===== config.mk =====
export PLATFORM = sky130hd
export DESIGN_NAME = regfile_flags
export DESIGN_NICKNAME = d
export VERILOG_FILES = /design/src/rtl/regfile_flags.sv
export SDC_FILE = /design/constraint.sdc
export NUM_CORES = 1
export LEC_CHECK = 0
export CAP_MARGIN = 20
export CORE_UTILIZATION = 59
export CTS_CLUSTER_SIZE = 10
export DETAILED_ROUTE_END_ITERATION = 10
export PLACE_DENSITY = 0.86
export SYNTH_ARGS = -nofsm -noshare
export SYNTH_HDL_FRONTEND = slang
export SYNTH_SLANG_ARGS = --single-unit
export TNS_END_PERCENT = 30

===== constraint.sdc =====
create_clock -name clk -period 3.2 [get_ports clk]
set_clock_uncertainty 0.1 [all_clocks]
set_input_delay 0.64 -clock clk [delete_from_list [all_inputs] [get_ports clk]]
set_output_delay 0.64 -clock clk [all_outputs]
set_load 0.02 [all_outputs]

===== src/rtl/regfile_flags.sv =====
// regfile_flags: 8 x 16-bit register file with two combinational read ports,
// one synchronous write-back port, and the architectural {Z,C,N} flag register
// that sits between the ALU flag outputs and the ADDC/SUBC carry input.
//
// Optional feature macro: REGFILE_BYPASS_EN
//   When defined, a same-cycle write is forwarded to any read port addressing
//   the written register, and an enabled flag update is forwarded to flag_q.
//   This creates a combinational path from wd to ra_data/rb_data. The
//   controller must register aluout before it reaches wd.
//   When undefined, the read ports and flag_q show stored state only.
//
// Update qualification: stall=1 blocks every register and flag write in the
// cycle where it is high. There is no handshake. A write is accepted at the
// rising edge when its enable is high and stall is low.
module regfile_flags #(
    parameter int DATA_W = 16,
    parameter int ADDR_W = 3,
    parameter int NREG   = 8
) (
    input  logic              clk,
    input  logic              rst_n,
    input  logic              stall,
    input  logic [ADDR_W-1:0] ra_addr,
    output logic [DATA_W-1:0] ra_data,
    input  logic [ADDR_W-1:0] rb_addr,
    output logic [DATA_W-1:0] rb_data,
    input  logic              we,
    input  logic [ADDR_W-1:0] wa,
    input  logic [DATA_W-1:0] wd,
    input  logic              flag_we,
    input  logic [2:0]        flag_d,
    output logic [2:0]        flag_q
);

    logic [DATA_W-1:0] regs_q [NREG];
    logic [DATA_W-1:0] regs_d [NREG];
    logic [2:0]        flag_reg_q;
    logic [2:0]        flag_reg_d;
    logic              reg_wr_en;
    logic              flag_wr_en;

    assign reg_wr_en  = we && !stall;
    assign flag_wr_en = flag_we && !stall;

    // Next state of the register array: only the addressed entry can change.
    always_comb begin
        for (int i = 0; i < NREG; i++) begin
            regs_d[i] = regs_q[i];
        end
        if (reg_wr_en) begin
            regs_d[wa] = wd;
        end
    end

    // Next flag state: load new ALU flags when enabled, otherwise hold.
    always_comb begin
        flag_reg_d = flag_reg_q;
        if (flag_wr_en) begin
            flag_reg_d = flag_d;
        end
    end

    // State registers. Asynchronous reset clears every register and the flags,
    // so a write pending when reset asserts is lost.
    always_ff @(posedge clk or negedge rst_n) begin
        if (!rst_n) begin
            for (int i = 0; i < NREG; i++) begin
                regs_q[i] <= '0;
            end
            flag_reg_q <= 3'b000;
        end else begin
            for (int i = 0; i < NREG; i++) begin
                regs_q[i] <= regs_d[i];
            end
            flag_reg_q <= flag_reg_d;
        end
    end

    // Read ports: combinational lookup, with optional write-through forwarding.
    always_comb begin
        ra_data = regs_q[ra_addr];
        rb_data = regs_q[rb_addr];
`ifdef REGFILE_BYPASS_EN
        if (reg_wr_en && (wa == ra_addr)) begin
            ra_data = wd;
        end
        if (reg_wr_en && (wa == rb_addr)) begin
            rb_data = wd;
        end
`endif
    end

    // Flag output: stored flags, with optional forwarding of an enabled update.
    always_comb begin
        flag_q = flag_reg_q;
`ifdef REGFILE_BYPASS_EN
        if (flag_wr_en) begin
            flag_q = flag_d;
        end
`endif
    end

endmodule

* After elaboration in Yosys (flattened, before gate mapping)
Index checks and enable logic that the tools add are counted.
** Storage, ports and cells
- Register bits :: 131
- Output and inout port bits :: 35
** Cells by class
- $lt $le $gt $ge :: 4
- Mux-type cells :: 9
- Bitwise gates (word level) :: 3
- Reductions and logical operators :: 4
** Operators with widths (number)
- $bwmux W128 :: 1
- $bmux W16 S3 :: 2
- $mux W16 :: 5
- $demux W16 S3 :: 1
- $ge A4 B4 Y1 const B :: 3
- $not A3 Y4 :: 3
- $lt A4 B1 Y1 const B :: 1
- $logic_and A1 B1 Y1 :: 3
- $logic_not A1 Y1 :: 1

* Logic depth before layout (Yosys ltp)
- Depth after elaboration :: 6
- Gate-level depth with buffers :: 6
- Gate-level depth less buffers :: 3

* Worst setup path after synthesis
Ideal clock, no wire load.
- Path type :: in2out
- Start point :: input port ra_addr[0]
- End point :: output port ra_data[0]
- Arrival :: 1.824 ns
- Required time :: 2.460 ns
- Setup slack :: 0.636 ns
- Stages on the path :: 4
- Path buffers :: 2
- Path through :: buf_2 -> buf_4 -> mux4_2 -> mux2_2
** Between the ends
- Longest elaborated chain between the ends :: 4
** Ends and longest elaborated chain
- start, declared :: RTL line 23 : input logic [ADDR_W-1:0] ra_addr,
- $not A3 Y4 (implied by the code) :: RTL line 81 : ra_data = regs_q[ra_addr];
- $bmux W16 S3 :: RTL line 81
- $mux W16 (implied by the code) (2 in series) :: RTL line 81
- end, declared :: RTL line 24 : output logic [DATA_W-1:0] ra_data,
Every way passes these cells. The select of a mux whose other input is x is not followed.

* Worst setup path in the final report
- Start point :: input port rb_addr[2]
- End point :: output port rb_data[13]
** Between the ends
- Longest elaborated chain between the ends :: 4
** Ends and longest elaborated chain
- start, declared :: RTL line 25 : input logic [ADDR_W-1:0] rb_addr,
- $not A3 Y4 (implied by the code) :: RTL line 82 : rb_data = regs_q[rb_addr];
- $bmux W16 S3 :: RTL line 82
- $mux W16 (implied by the code) (2 in series) :: RTL line 82
- end, declared :: RTL line 26 : output logic [DATA_W-1:0] rb_data,
Every way passes these cells. The select of a mux whose other input is x is not followed.

==> Flow_metrics.wiki <==
{| class="wikitable"
! Metric !! Value
|-
| Maximum clock frequency || approximately 330 MHz
|-
| Final setup violation count || 0
|-
| Synthesized flop and latch total || between 100 and 150
|-
| Power Internal || between 0.004 and 0.005 W
|-
| Routed wire length per instance || roughly 24 um
|-
| Starting density of the core || 0.605
|-
| Combinational cell fraction of total power || 0.250
|-
| Sequential share of power || 0.401
|-
| Number of iterations in the first detailed-routing pass || 4
|-
| Post-Synthesis Mean Instance Area || roughly 17 sq um
|-
| Synthesized Nets || around 430
|-
| Run status || complete, no violations
|-
| Count of inserted antenna diode cells || 0
|-
| Pin count of the biggest net entering global routing || 56
|-
| Final estimated routing congestion in global placement || roughly 0.77
|-
| Most frequent standard cell in the layout excluding fill and tap cells || mux2_2
|-
| Antenna viol nets, final || 0
|-
| Worst Tran Pin Value || approximately 700 ps
|-
| Area of all sequential standard cells || about 3300 sq um
|-
| Die area || roughly 12000 sq um
|-
| Worst-case setup margin in the final layout || ~130 ps
|-
| Worst voltage drop across the vdd grid || ~0.55 mV
|-
| WL final || 14900 um
|-
| Vias per cell || around 6.4
|-
| Number of distinct library cell variants in the gate-level netlist after synthesis || 20
|-
| Setup repair after global routing missed its margin || no
|-
| Standard cell core area || ~11000 sq um
|-
| Detailed-route DRC error count || 0
|-
| Gate count after technology mapping || roughly 400
|-
| Total of warnings raised by yosys || 0
|-
| Crit Path Max Fanout || 8
|-
| Placement Rows || 39
|-
| Hold/Removal Path Class || input port to asynchronous set/reset pin
|-
| Leakage power || around 3.6 nW
|-
| Fraction of final layout cells with drive strength greater than 1 || 0.586
|-
| Total number of vias || approximately 4000
|-
| Cts hold-fix bufs || 0
|-
| Final Instance Area || about 8400 sq um
|-
| Most frequent cells in the layout || mux2_2 (160), dfrtp_1 (131), mux4_2 (64)
|-
| Clock tree from TritonCTS || built
|-
| Max-slew headroom || 0.530
|-
| Final hold violation count || 0
|-
| Fillers || about 720
|-
| Kind of critical path || input port to output pin
|-
| Data arrival, critical path || between 2000 and 2500 ps
|-
| Count of buffers inserted at the top-level ports || 67
|-
| Required time of the critical path || 2460 ps
|-
| Final cycle utilization of the critical path || 0.960
|-
| Layout overhead on the synthesized area || 21.3%
|-
| Kind of end point of the critical path || output pin
|-
| Remaining global-route overflow || 0
|-
| Clock buffers created by TritonCTS || 17
|-
| Final number of max-transition violations || 0
|-
| Setup Buffers After CTS || 0
|-
| Global Route Usage Sum || 0.285
|-
| Top-level I/O count || around 70
|-
| Number of DRC violations after detailed-routing iteration 0 || around 190
|-
| Via count of the first global-routing pass || 4326
|-
| Clk Tree Root Cell || clkbuf_16
|-
| Clock latency on the worst-skew pair || between 400 and 500 ps
|-
| Die boundary height || about 110 um
|-
| Clk slew on worst S/H paths || approximately 50 ps
|-
| Share of synthesized area occupied by flip-flops and latches || 0.474
|-
| Post-Place Worst Slack || -94.5 ps
|-
| Net switching share of the total power || 0.270
|-
| Detailed placer's ending HPWL || ~9200 um
|-
| Placed instance area || 7810 sq um
|-
| Initial antenna violation count || 0
|-
| Combined area of the multi-input logic cells || approximately 3400 sq um
|-
| Maximum buffer depth of the clock tree || 2
|-
| Synthesized cell area || just under 7000 sq um
|-
| Crit path launch type || input port
|-
| Net total in the final layout || around 510
|-
| Power share of the clock group || 0.349
|-
| CTS sink count || ~130
|-
| Global-route wire length before repair || 24100 um
|-
| Count of max-cap constraint violations || 0
|-
| Power spent charging and discharging nets || 0.00156 W
|-
| DIE WIDTH || between 100 and 150 um
|-
| Ratio of total power to cell area || between 600 and 700 nW/um^2
|-
| Count of H-tree levels built during CTS || 4
|-
| Clock period minus final worst setup slack || 3070 ps
|}
[power groups by stage]
| stage | clock (W) | combinational (W) | sequential (W) |
|---|---|---|---|
| after floorplan | 0 | 0.00106 | 0.00225 |
| after global placement | 0 | 0.00151 | 0.00230 |
| after detailed placement | 0 | 0.00155 | 0.00234 |
| after CTS | 0.00205 | 0.00147 | 0.00232 |
| after global routing | 0.00213 | 0.00155 | 0.00238 |
| final | 0.00202 | 0.00145 | 0.00232 |
[cells in the mapped netlist, drive strengths merged]
cell type | number | share of area
and3 | 1 | 0.0011
buf | 25 | 0.026
clkbuf | 5 | 0.0029
dfrtp | 131 | 0.47
mux2 | 163 | 0.27
mux4 | 64 | 0.21
nand2 | 2 | 0.0014
nand2b | 1 | 0.00091
nand3b | 3 | 0.0087
nor2 | 2 | 0.0014
nor2b | 1 | 0.00091
nor3b | 3 | 0.0081
[logic make-up (layout without fill, tap and decap cells)]
kind of cell           count (synthesis)  after routing  share of synthesized area
and+or+nand+nor                       13             13                     0.0226
buffers and inverters                 30            117                     0.0288
muxes                                227            227                      0.474
DFF                                  131            131                      0.474
[worst max-delay path, stage by stage]
cell and delay [ps]:
clkdlybuf4s50_1 530, buf_4 220, mux4_2 320, mux2_2 290, dlygate4sd2_1 330
[per-layer routing]
metal / GRT usage / up-vias / share of wire
li1: - / 1723 / -
met1: 0.371 / 2175 / 0.42
met2: 0.475 / 114 / 0.52
met3: 0.0700 / 23 / 0.046
met4: 0.0883 / 0 / 0.016
met5: 0 / - / 0
[cell type report]
type | instances | share of cell area
multi-input cells | 240 | 0.409
flip-flops and latches | 131 | 0.391
repair buffers | 85 | 0.105
clock buffers | 17 | 0.0507
clock inverters | 15 | 0.0227
well taps | 143 | 0.0213
[path summary, 6_finish.rpt]
| path | from | end | slack (ps) | cells past startpoint |
|---|---|---|---|---|
| setup reg to reg | regs_q[113] | regs_q[113] | 2270 | 1 |
| hold reg to reg | flag_q[1] | flag_q[1] | 410 | 1 |
| min in group clk | flag_q[1] | flag_q[1] | 410 | 1 |
| setup / recovery | rb_addr[2] | rb_data[13] | 130 | 5 |
| max in group asynchronous | rst_n | regs_q[85] | 2030 | 2 |
| hold / removal | rst_n | regs_q[75] | 170 | 1 |
[per-stage QoR]
step / instances / TNS, ps / utilization / hold WS (ps) / total power [W]
3_5_place_dp: 599 / -2190 / 0.684 / 404 / 0.00389
5_1_grt: 631 / 0 / 0.734 / 227 / 0.00606
3_3_place_gp: 599 / -1730 / 0.684 / 392 / 0.00380
4_1_cts: 631 / 0 / 0.734 / 188 / 0.00583
6_report: 631 / 0 / 0.734 / 166 / 0.00579
2_1_floorplan: 401 / 0 / - / 244 / 0.00331
[sequential cells by signal (all words and copies together) (netlist names)]
signal,flops
flag_q,3
regs_q,128
[repair_timing]
| item | CTS | global route |
|---|---|---|
| setup endpoints to repair | 32 | 0 |
| hold endpoints to repair | 0 | 0 |
| gates resized for setup | 32 | 0 |
Note: power is estimated with default switching activity, not from simulation.
